--- src/rtl/uart_rx_cfg.sv ---
// Parametrised UART receiver: 2-flop synchroniser, 3-sample majority vote, parity and framing flags.
// Define UART_RX_BREAK_DETECT_EN to add break detection (o_Break plus a BREAK_WAIT state).
module uart_rx_cfg #(
    parameter int CLKS_PER_BIT = 868,
    parameter int DATA_BITS    = 8,
    parameter int PARITY_MODE  = 0,
    parameter int STOP_BITS    = 1
) (
    input  logic                 i_Clk,
    input  logic                 i_Rst_n,
    input  logic                 i_RX_Serial,
    output logic                 o_RX_DV,
    output logic [DATA_BITS-1:0] o_RX_Byte,
    output logic                 o_Parity_Err,
    output logic                 o_Frame_Err,
`ifdef UART_RX_BREAK_DETECT_EN
    output logic                 o_Break,
`endif
    output logic                 o_Busy
);
    // state      | meaning
    // IDLE       | line idle, waiting for a low on the synchronised line
    // START      | validating start bit; glitch returns to IDLE
    // DATA       | sampling DATA_BITS data bits, LSB first
    // PARITY     | sampling parity bit (PARITY_MODE != 0 only)
    // STOP       | sampling stop bit(s); leaves at mid-point of the final one
    // DONE       | one-cycle delivery of byte and flags
    // BREAK_WAIT | break seen; wait for one full bit time of idle line
    typedef enum logic [2:0] {
        S_IDLE, S_START, S_DATA, S_PARITY, S_STOP, S_DONE, S_BREAK_WAIT
    } state_t;

    localparam int CNT_W = $clog2(CLKS_PER_BIT);
    localparam int IDX_W = $clog2(DATA_BITS);
    localparam int HALF  = (CLKS_PER_BIT - 1) / 2;
    localparam logic [CNT_W-1:0] SAMP_A   = CNT_W'(HALF - 1);
    localparam logic [CNT_W-1:0] SAMP_B   = CNT_W'(HALF);
    localparam logic [CNT_W-1:0] SAMP_C   = CNT_W'(HALF + 1);
    localparam logic [CNT_W-1:0] CNT_LAST = CNT_W'(CLKS_PER_BIT - 1);
    localparam logic [IDX_W-1:0] IDX_LAST = IDX_W'(DATA_BITS - 1);
    localparam logic             STOP_LAST = (STOP_BITS == 2);

    state_t               state;
    logic                 rx_meta, rx_sync;
    logic [CNT_W-1:0]     clk_cnt;
    logic [IDX_W-1:0]     bit_idx;
    logic                 samp_a, samp_b;
    logic [DATA_BITS-1:0] shift_reg;
    logic                 parity_ok;
    logic                 frame_err;
    logic                 stop_idx;
    logic                 maj;
`ifdef UART_RX_BREAK_DETECT_EN
    logic                 par_bit;
`endif

    // Third sample is the live synchronised line at the decision point
    assign maj = (samp_a & samp_b) | (samp_a & rx_sync) | (samp_b & rx_sync);

    always_ff @(posedge i_Clk or negedge i_Rst_n) begin
        if (!i_Rst_n) begin
            rx_meta      <= 1'b1;
            rx_sync      <= 1'b1;
            state        <= S_IDLE;
            clk_cnt      <= '0;
            bit_idx      <= '0;
            samp_a       <= 1'b1;
            samp_b       <= 1'b1;
            shift_reg    <= '0;
            parity_ok    <= 1'b1;
            frame_err    <= 1'b0;
            stop_idx     <= 1'b0;
            o_RX_DV      <= 1'b0;
            o_RX_Byte    <= '0;
            o_Parity_Err <= 1'b0;
            o_Frame_Err  <= 1'b0;
            o_Busy       <= 1'b0;
`ifdef UART_RX_BREAK_DETECT_EN
            par_bit      <= 1'b0;
            o_Break      <= 1'b0;
`endif
        end else begin
            rx_meta <= i_RX_Serial;
            rx_sync <= rx_meta;
            o_RX_DV <= 1'b0;
`ifdef UART_RX_BREAK_DETECT_EN
            o_Break <= 1'b0;
`endif
            if (clk_cnt == SAMP_A) samp_a <= rx_sync;
            if (clk_cnt == SAMP_B) samp_b <= rx_sync;

            case (state)
                S_IDLE: begin
                    clk_cnt <= '0;
                    bit_idx <= '0;
                    if (!rx_sync) begin
                        state     <= S_START;
                        o_Busy    <= 1'b1;
                        frame_err <= 1'b0;
                        parity_ok <= 1'b1;
                        stop_idx  <= 1'b0;
                    end
                end
                S_START: begin
                    if (clk_cnt == SAMP_C && maj) begin
                        state   <= S_IDLE;
                        o_Busy  <= 1'b0;
                        clk_cnt <= '0;
                    end else if (clk_cnt == CNT_LAST) begin
                        state   <= S_DATA;
                        clk_cnt <= '0;
                    end else begin
                        clk_cnt <= clk_cnt + 1'b1;
                    end
                end
                S_DATA: begin
                    if (clk_cnt == SAMP_C) shift_reg[bit_idx] <= maj;
                    if (clk_cnt == CNT_LAST) begin
                        clk_cnt <= '0;
                        if (bit_idx == IDX_LAST) begin
                            bit_idx <= '0;
                            state   <= (PARITY_MODE != 0) ? S_PARITY : S_STOP;
                        end else begin
                            bit_idx <= bit_idx + 1'b1;
                        end
                    end else begin
                        clk_cnt <= clk_cnt + 1'b1;
                    end
                end
                S_PARITY: begin
                    if (clk_cnt == SAMP_C) begin
                        parity_ok <= ((^shift_reg) ^ maj) == (PARITY_MODE == 1);
`ifdef UART_RX_BREAK_DETECT_EN
                        par_bit   <= maj;
`endif
                    end
                    if (clk_cnt == CNT_LAST) begin
                        clk_cnt <= '0;
                        state   <= S_STOP;
                    end else begin
                        clk_cnt <= clk_cnt + 1'b1;
                    end
                end
                S_STOP: begin
                    if (clk_cnt == SAMP_C) begin
                        if (!maj) frame_err <= 1'b1;
                        clk_cnt <= clk_cnt + 1'b1;
`ifdef UART_RX_BREAK_DETECT_EN
                        if (!stop_idx && !maj && shift_reg == '0 &&
                            (PARITY_MODE == 0 || !par_bit)) begin
                            state   <= S_BREAK_WAIT;
                            o_Break <= 1'b1;
                            clk_cnt <= '0;
                        end else
`endif
                        if (stop_idx == STOP_LAST) begin
                            // Leave mid-bit so the next start edge is caught early
                            state   <= S_DONE;
                            clk_cnt <= '0;
                        end
                    end else if (clk_cnt == CNT_LAST) begin
                        clk_cnt  <= '0;
                        stop_idx <= 1'b1;
                    end else begin
                        clk_cnt <= clk_cnt + 1'b1;
                    end
                end
                S_DONE: begin
                    o_RX_DV      <= 1'b1;
                    o_RX_Byte    <= shift_reg;
                    o_Parity_Err <= (PARITY_MODE != 0) && !parity_ok;
                    o_Frame_Err  <= frame_err;
                    o_Busy       <= 1'b0;
                    clk_cnt      <= '0;
                    state        <= S_IDLE;
                end
`ifdef UART_RX_BREAK_DETECT_EN
                S_BREAK_WAIT: begin
                    if (!rx_sync) begin
                        clk_cnt <= '0;
                    end else if (clk_cnt == CNT_LAST) begin
                        clk_cnt <= '0;
                        o_Busy  <= 1'b0;
                        state   <= S_IDLE;
                    end else begin
                        clk_cnt <= clk_cnt + 1'b1;
                    end
                end
`endif
                default: begin
                    state   <= S_IDLE;
                    o_Busy  <= 1'b0;
                    clk_cnt <= '0;
                end
            endcase
        end
    end
endmodule

--- config.mk ---
export PLATFORM = sky130hd
export DESIGN_NAME = uart_rx_cfg
export DESIGN_NICKNAME = d
export VERILOG_FILES = /design/src/rtl/uart_rx_cfg.sv
export SDC_FILE = /design/constraint.sdc
export NUM_CORES = 1
export LEC_CHECK = 0
export CAP_MARGIN = 10
export CORE_MARGIN = 5
export CORE_UTILIZATION = 30
export CTS_CLUSTER_DIAMETER = 80
export CTS_CLUSTER_SIZE = 10
export DETAILED_ROUTE_END_ITERATION = 8
export PLACE_DENSITY = 0.46
export SLEW_MARGIN = 0
export SYNTH_ARGS = -nofsm -noshare
export SYNTH_HDL_FRONTEND = slang
export SYNTH_SLANG_ARGS = --single-unit
--- constraint.sdc ---
create_clock -name i_Clk -period 2.2 [get_ports i_Clk]
set_input_delay 0.44 -clock i_Clk [delete_from_list [all_inputs] [get_ports i_Clk]]
set_output_delay 0.44 -clock i_Clk [all_outputs]
set_load 0.02 [all_outputs]
==> results of run 1 <==
layout by cell type (no fill, tap or decap), drive strengths merged, types with 5 or more instances in the layout:
cell           instances
nand2                 21
ha                     6
a21oi                 12
dfrtp                 37
nand3                  5
nor2                  13
nand4                  8
mux2                  20
buf                    9
clkbuf                 6
inv                    6
xnor2                  9
clkdlybuf4s50         12
layer usage:
layer	vias to the layer above	GRT usage [%]
met4	0	3.66
met5	-	0
li1	717	-
met2	11	16.1
met3	5	2.17
met1	723	14.4
where the power goes:
part           internal, mW  leakage [nW]  switching (mW)
logic               0.00573         0.455          0.0174
clock network         0.337        0.0552           0.261
registers             0.756         0.539         0.00151
total                  1.10          1.05           0.280
cells in the mapped netlist (2+ instances only):
cell type  instances
nor2b_1            2
or3_1              2
xnor2_1            9
o211ai_1           2
ha_1               6
a21oi_1           12
nor2_1            13
clkbuf_1           5
dfstp_2            4
nand4_2            2
inv_1              6
nand3_1            5
mux2_2            19
and3_1             2
nor4b_1            3
dfrtp_1           37
o21ai_0            3
nand4_1            6
nand4b_1           4
nor3_1             4
nand2_1           21
how the worst min path moves through the flow:
stage          slack, ps            to  cells after the start
2_1_floorplan        140    bit_idx[0]                      0
3_3_place_gp         350       rx_sync                      0
3_5_place_dp         350       rx_sync                      0
4_1_cts              130  shift_reg[1]                      1
5_1_grt              160  o_RX_Byte[4]                      1
6_report             120  shift_reg[1]                      1
critical path, cell delays in order (launching register included):
cell and delay [ps]:
dfrtp_1 500, and3_1 310, nand4_2 220, nor4b_1 350, mux2_2 370
cell type report:
cell class              instances  area share (%)
multi-input cells             136            40.2
well taps                      80            4.10
clock buffers                   6            2.97
repair buffers                 21            8.10
clock inverters                 2            1.44
inverters                       6           0.923
flip-flops and latches         41            42.3
cell families (layout without fill, tap and decap cells):
logic type	count (synthesis)	count (layout)	share of synthesized area, %
other cells	1	1	0.181
xor+xnor	9	9	3.81
buf+inv	14	35	2.78
compound gates	23	23	6.71
fa+ha+maj	7	7	4.11
simple gates	76	76	21.7
flops	41	41	49.8
mux	20	20	10.9
==> summary.txt, run 1 <==
Floorplan
  • Top Ports: 15
  • Core ar.: 6760 sq um
  • Chip width: 93.1 microns
  • Initial core utilization: 30.6%
  • Die area: 8660 sq um
  • Row count: 30
  • Die Ht: 93.1 microns

Cells and area
  • Final-stage net count: 220
  • Multi-input logic area: 981 sq um
  • Area delta synth->final: 17.9%
  • Register area: 1030 sq um
  • Fillers: 685
  • Final Core Density: 36.1%
  • Design area: 2440 sq um
  • Diodes inserted: 0
  • Share of layout cells above drive strength 1: 21.7%
  • Max FFs per register: 10
  • Final std cells w/o fill: 292

Critical path
  • RR Endpoint: shift_reg[0]
  • R2R setup slack: 340 ps
  • Maximum fanout along the worst path: 7
  • Critical Path RT: 2380 ps
  • R2R cell count: 4
  • Worst EP arrival: 2040 ps
  • Crit. Startpoint: clk_cnt[4]
  • Worst Path Class, Setup: register to register
  • CP Capture Point: shift_reg[0]
  • Startpoint types: register
  • Critical R2R Launch: clk_cnt[4]
  • Endpoint class of the critical path: register

Route
  • Vias/cell: 4.99
  • # DRC: 0
  • DRT antenna net count: 0
  • Initial DRC count: 53
  • Wire per inst: 14.2 microns
  • Initial DRT Pass Iterations: 4
  • Routed length on met1: 2.07 mm
  • WL met2: 1.91 mm
  • Top sig layer: met4
  • Length of routed met3 wiring: 101 microns
  • Total Wirelength: 4.13 mm
  • Vias post-DR: 1,456

STA
  • Setup ws final: 339 ps
  • Fmax: 537 MHz
  • Clock Skews: 10.7 ps
  • Final Hold Vio Count: 0
  • Final Setup Violations: 0
  • Setup TNS: 0 ps
  • Fin Hold WS: 124 ps
  • RSZ-0062 raised after global routing: no
  • Max Transition Viols Final: 0
  • Final min period: 1860 ps
  • Max_slew headroom: 64.4%
  • Period utilization: 84.6%
  • Worst-Margin Slew: 534 ps

Global routing
  • Vias in the first global route: 1,426
  • First-pass GRT wire length: 7.10 mm
  • Grt ovf: 0
  • Largest net degree at the start of global routing: 23
  • Tot GR Track Use: 10.4%
  • Initial antenna violation count: 0

Power
  • LEAKAGE: 1.05 nW
  • PnR Total Power: 1.38 mW
  • PD cells: 565 nW/um^2
  • Worst vdd ir: 0.289 mV

Synthesis
  • Top cells by area, synth: dfrtp_1, mux2_2, dfstp_2
  • Largest area contributor in the netlist: dfrtp_1
  • Top cell type's share of synthesized area: 44.7%
  • Synth Area per Inst: 10.8 sq um
  • Yosys Warn Count: 0
  • Mapped Area: 2070 sq um
  • Async SR Flop Fraction: 100%
  • Seq/Total Area, Yosys: 49.8%
  • Post-synthesis register bit count: 41
  • Synth unique cells: 45
  • EDFF count, synth: 0
  • Ys flop type: dfrtp_1
  • Syn Inst Count: 191
  • Syn Nets: 200

Status
  • Status: finished, final reports clean

Clocking
  • H-tree depth: 2
  • Reg clk slew, reported paths: 90 ps
  • CTS tree: done
  • Post-CTS sizing: 0
  • Root Driver: clkbuf_8
  • Clk buf depth: 2
  • Hold_buf cts: 0
  • Total setup buffers inserted after CTS: 0
  • Skew-Pair Late Insertion Delay: 290 ps
  • Clock Sinks: 41
  • CTS Buf Count: 5

Placement
  • Routability Congestion: 0.793
  • Port bufs: 13
  • Dpl ws: 326 ps
  • DP Area: 2330 sq um
  • HPWL Detailed: 3.03 mm
  • Dpl cells: 284

Min path
  • Min-delay worst type: input pin to async pin

Job
  • Maxcap violations: 0
Power figures use the tool's default switching activity.
==> inputs of run 2 (changes only) <==
Clock period 2.2 ns to 1.95 ns, I/O delays scaled along.
==> run 2 against run 1 <==
  * Register-to-register slack worse by 220 ps
  * Global-route usage up 0.77 points
  * Die area did not move
  * Routed wire length increased by 5.1%
  * Clock skew fell by 2.1 ps
  * Critical path depth stayed put
  * Sequential cell count unchanged
  * Via count up 3.8%
  * Cell count up 4.5%
  * Clock power up 2%
  * Sequential share of layout area shrank 1.6 points
  * Maximum frequency grew 1.6%
==> summary.txt, run 2 (synthesized netlist as in run 1, its figures left out) <==
Route
  • # DRC: 0 (unchanged)
  • DRT antenna net count: 0 (unchanged)
  • Vias/cell: 4.95 (-0.65%)
  • Vias post-DR: 1,511 (+3.8%)
  • Wire per inst: 14.2 microns (+0.60%)
  • Initial DRC count: 42 (-21%)
  • Initial DRT Pass Iterations: 4 (unchanged)
  • Total Wirelength: 4.34 mm (+5.1%)

Global routing
  • Vias in the first global route: 1,502 (+5.3%)
  • First-pass GRT wire length: 7.56 mm (+6.4%)
  • Largest net degree at the start of global routing: 26 (+13%)
  • Initial antenna violation count: 0 (unchanged)
  • Tot GR Track Use: 11.2% (+0.77 points)
  • Grt ovf: 0 (unchanged)

STA
  • Final min period: 1830 ps (-28.5 ps)
  • Final Hold Vio Count: 0 (unchanged)
  • Max Transition Viols Final: 0 (unchanged)
  • Setup TNS: 0 ps (unchanged)
  • Fmax: 546 MHz (+1.6%)
  • Period utilization: 94.0% (+9.4 points)
  • Fin Hold WS: 26.8 ps (-97.6 ps)
  • RSZ-0062 raised after global routing: no
  • Final Setup Violations: 0 (unchanged)
  • Clock Skews: 8.58 ps (-2.10 ps)

Clocking
  • CTS Buf Count: 5 (unchanged)
  • Root Driver: clkbuf_8
  • H-tree depth: 2 (unchanged)
  • Clock Sinks: 41 (unchanged)
  • Skew-Pair Late Insertion Delay: 300 ps (about the same)
  • CTS tree: done
  • Hold_buf cts: 0 (unchanged)
  • Clk buf depth: 2 (unchanged)
  • Reg clk slew, reported paths: 90 ps (about the same)

Cells and area
  • Most common cell after layout, fill and taps aside: dfrtp_1
  • Area delta synth->final: 22.5%
  • Diodes inserted: 0 (unchanged)
  • Final Core Density: 37.5% (+1.4 points)
  • Most frequent cells in the layout: dfrtp_1, nand2_1, buf_4
  • Final-stage net count: 233 (+5.9%)
  • Share of layout cells above drive strength 1: 27.1% (+5.4 points)
  • Max FFs per register: 10 (unchanged)
  • Design area: 2530 sq um (+3.9%)

Critical path
  • CP peak stage delay: 540 ps (+40 ps)
  • Critical Path RT: 2130 ps (-250 ps)
  • Startpoint types: register
  • Endpoint class of the critical path: register
  • Cells along the critical path: or3b_4, or4_4, nand4_2, a21oi_1
  • Worst EP arrival: 2010 ps (-30 ps)
  • R2R cell count: 4 (unchanged)
  • Crit-path slowest cell: or4_4
  • Worst Path Class, Setup: register to register
  • Maximum fanout along the worst path: 6 (-1)
  • R2R setup slack: 120 ps (-220 ps)

Placement
  • Routability Congestion: 0.794 (about the same)
  • DP Area: 2430 sq um (+4.2%)
  • Port bufs: 13 (unchanged)
  • HPWL Detailed: 3.27 mm (+7.9%)

Status
  • Status: finished, final reports clean

Floorplan
  • Die area: 8660 sq um (unchanged)
  • Initial core utilization: 30.6% (unchanged)
  • Die Ht: 93.1 microns (unchanged)
  • Top Ports: 15 (unchanged)
  • Row count: 30 (unchanged)
  • Chip width: 93.1 microns (unchanged)
  • Core ar.: 6760 sq um (unchanged)

Job
  • Maxcap violations: 0 (unchanged)

Power
  • Worst vdd ir: 0.292 mV (+1.3%)
  • PnR Total Power: 1.49 mW (+8.1%)
  • PD cells: 588 nW/um^2 (+4.1%)
  • LEAKAGE: 1.11 nW (+5.9%)

Min path
  • Min-delay worst type: input pin to async pin
-- run 2: cell types whose count changed in the layout (fill, tap and decap cells not counted), sizes merged --
cell / before / now
buf: 9 / 22
bufinv: 1 / 0
clkinv: 1 / 2
-- run 2: final cells by class --
type / count / area, sq um
clock buffers: 6 / 82.6
clock inverters: 2 / 13.8
fillers: 667 / 4220
inverters: 6 / 22.5
multi-input cells: 136 / 990
flip-flops and latches: 41 / 1030
well taps: 80 / 100
repair buffers: 34 / 295
-- run 2: worst paths after layout --
path	from	to
max reg2reg	clk_cnt[3]	clk_cnt[2]
min	i_Rst_n	shift_reg[3]
min in group i_Clk	rx_meta	rx_sync
max in group asynchronous	i_Rst_n	rx_sync
min reg2reg	rx_meta	rx_sync
max	clk_cnt[3]	clk_cnt[2]
-- run 2: metal layers --
| metal | vias up | global-route usage (%) | wire length [microns] |
|---|---|---|---|
| met5 | - | 0 | 0 |
| li1 | 746 | - | - |
| met3 | 5 | 2.65 | 131 |
| met4 | 0 | 4.40 | 74 |
| met1 | 743 | 15.2 | 2180 |
| met2 | 17 | 17.1 | 1960 |
-- run 2: per-stage QoR --
step | worst slack, ps | instances
final | 118 | 305
after global placement | 124 | 297
after CTS | 120 | 305
after detailed placement | 133 | 297
after floorplan | 116 | 191
after global routing | 40.0 | 305
-- run 2: critical path, delay by kind of cell (launching register included) --
kind	cells	cell delay, ps
flops	1	440
compound gates	1	90
simple gates	3	1180
-- run 2: repair_timing --
action                     CTS  global route
setup endpoints to repair    0             1
setup buffers                0             0
resized for setup            0             1
-- run 2: power by group --
| part | switching [mW] | internal, mW | leakage, nW |
|---|---|---|---|
| sequential | 0.00156 | 0.853 | 0.539 |
| clock | 0.323 | 0.288 | 0.0512 |
| combinational | 0.0194 | 0.00648 | 0.521 |
==> inputs of run 3 (changes only) <==
Settings changed: CTS_BUF_LIST from default to sky130_fd_sc_hd__clkbuf_4 sky130_fd_sc_hd__clkbuf_8 sky130_fd_sc_hd__clkbuf_16, HOLD_SLACK_MARGIN from default to 0.15.
==> run 3 against run 2 <==
  * Register-to-register slack hardly changed
  * Utilization is 0.15 points higher
  * Global-route usage stayed put
  * Hold slack better by 330 ps
  * Combinational power is 5% higher
  * Critical path depth stayed put
  * Final area is 0.39% higher
  * Sequential power hardly changed
  * Routed wire length is 0.14% lower
  * Critical path type unchanged
  * Critical endpoint unchanged
  * Largest cell class unchanged
==> summary.txt, run 3 (synthesized netlist as in run 1, its figures left out) <==
Clocking
  • Root Driver: clkbuf_8
  • CTS Buf Count: 5 (unchanged)
  • CTS tree: done
  • Skew-Pair Late Insertion Delay: 300 ps (about the same)
  • H-tree depth: 2 (unchanged)
  • Clk buf depth: 2 (unchanged)
  • Clock Sinks: 41 (unchanged)
  • Reg clk slew, reported paths: 80 ps (about the same)

Placement
  • Dpl cells: 297 (unchanged)
  • HPWL Detailed: 3.27 mm (unchanged)
  • Port bufs: 13 (unchanged)
  • Routability Congestion: 0.794 (unchanged)

Global routing
  • Initial antenna violation count: 0 (unchanged)
  • Vias in the first global route: 1,505 (+0.20%)
  • Tot GR Track Use: 11.2% (unchanged)
  • First-pass GRT wire length: 7.56 mm (unchanged)
  • Largest net degree at the start of global routing: 26 (unchanged)
  • Grt ovf: 0 (unchanged)

Cells and area
  • Max FFs per register: 10 (unchanged)
  • Fillers: 667 (unchanged)
  • Final std cells w/o fill: 306 (+0.33%)
  • Share of layout cells above drive strength 1: 27.0% (-0.12 points)
  • Most frequent cells in the layout: dfrtp_1, nand2_1, buf_4
  • Diodes inserted: 0 (unchanged)
  • Final-stage net count: 234 (+0.43%)
  • Multi-input logic area: 990 sq um (unchanged)
  • Area delta synth->final: 23.0%
  • Register area: 1030 sq um (unchanged)
  • Most common cell after layout, fill and taps aside: dfrtp_1
  • Final Core Density: 37.7% (+0.15 points)

Floorplan
  • Core ar.: 6760 sq um (unchanged)
  • Row count: 30 (unchanged)
  • Die area: 8660 sq um (unchanged)
  • Chip width: 93.1 microns (unchanged)
  • Die Ht: 93.1 microns (unchanged)
  • Top Ports: 15 (unchanged)
  • Initial core utilization: 30.6% (unchanged)

Route
  • Initial DRT Pass Iterations: 4 (unchanged)
  • Vias post-DR: 1,510 (-0.066%)
  • DRT antenna net count: 0 (unchanged)
  • Wire per inst: 14.2 microns (-0.46%)
  • Total Wirelength: 4.34 mm (-0.14%)
  • # DRC: 0 (unchanged)
  • Initial DRC count: 38 (-9.5%)
  • Length of routed met3 wiring: 135 microns (+3.1%)
  • Top sig layer: met4
  • WL met2: 1.95 mm (-0.10%)
  • Routed length on met1: 2.17 mm (-0.37%)
  • Vias/cell: 4.93 (-0.39%)

Critical path
  • R2R cell count: 4 (unchanged)
  • Cells along the critical path: or3b_4, or4_4, nand4_2, a21oi_1
  • Worst Path Class, Setup: register to register
  • Critical R2R Launch: clk_cnt[3]
  • Worst EP arrival: 2010 ps (about the same)
  • Crit. Startpoint: clk_cnt[3]
  • Startpoint types: register
  • CP Capture Point: clk_cnt[2]
  • R2R setup slack: 120 ps (about the same)
  • Critical path buffers and inverters: 0 (unchanged)
  • Crit-path leading delay family: simple AND/OR/NAND/NOR gates
  • RR Endpoint: clk_cnt[2]
  • Worst path depth: 4 (unchanged)
  • Maximum fanout along the worst path: 6 (unchanged)
  • CP peak stage delay: 540 ps (about the same)
  • Crit-path slowest cell: or4_4
  • Endpoint class of the critical path: register
  • Critical Path RT: 2130 ps (about the same)

STA
  • RSZ-0062 raised after global routing: no
  • Final min period: 1830 ps (+1.09 ps)
  • Fmax: 546 MHz (about the same)
  • Setup TNS: 0 ps (unchanged)
  • Max Transition Viols Final: 0 (unchanged)
  • Period utilization: 94.0% (about the same)
  • Clock Skews: 8.69 ps (+0.119 ps)
  • Fin Hold WS: 358 ps (+332 ps)
  • Final Setup Violations: 0 (unchanged)
  • Final Hold Vio Count: 0 (unchanged)

Job
  • Maxcap violations: 0 (unchanged)

Power
  • PD cells: 586 nW/um^2 (-0.33%)
  • Worst vdd ir: 0.292 mV (about the same)
  • LEAKAGE: 1.12 nW (+0.38%)
  • PnR Total Power: 1.49 mW (about the same)

Min path
  • Min-delay worst type: register to register

Status
  • Status: finished, final reports clean
-- run 3: how the worst min path moves through the flow --
stage               cells after the start    endpoint     from
floorplan                               0  bit_idx[0]  i_Rst_n
CTS                                     0     rx_sync  rx_meta
detailed placement                      0     rx_sync  rx_meta
global placement                        0     rx_sync  rx_meta
global route                            0     rx_sync  rx_meta
finish                                  0     rx_sync  rx_meta
-- run 3: per-layer routing --
metal / vias to the layer above / GRT usage, %
li1: 749 / -
met1: 739 / 15.2
met2: 17 / 17.1
met3: 5 / 2.65
met4: 0 / 4.40
met5: - / 0
-- run 3: power breakdown --
part | total [mW] | internal (mW) | switching (mW)
logic | 0.0273 | 0.00778 | 0.0196
registers | 0.855 | 0.853 | 0.00154
clock network | 0.610 | 0.287 | 0.322
-- run 3: what timing repair did --
action / CTS / global route
setup endpoints to repair: 0 / 1
gates resized for setup: 0 / 1
hold buffers: 1 / 0
setup buffers: 0 / 0
hold endpoints to repair: 16 / 0
-- run 3: metrics by stage --
step | worst slack [ps] | area, sq um
after global placement | 124 | 2430
after detailed placement | 133 | 2430
after global routing | 40.0 | 2540
final | 117 | 2540
after CTS | 120 | 2540
after floorplan | 116 | 2070
-- run 3: layout make-up --
| type | instances | area share, % |
|---|---|---|
| Clock buffer | 6 | 3.24 |
| Clock inverter | 2 | 0.541 |
| Inverter | 6 | 0.885 |
| Multi-Input combinational cell | 136 | 38.9 |
| Sequential cell | 41 | 40.5 |
| Tap cell | 80 | 3.93 |
| Timing Repair Buffer | 35 | 12.0 |
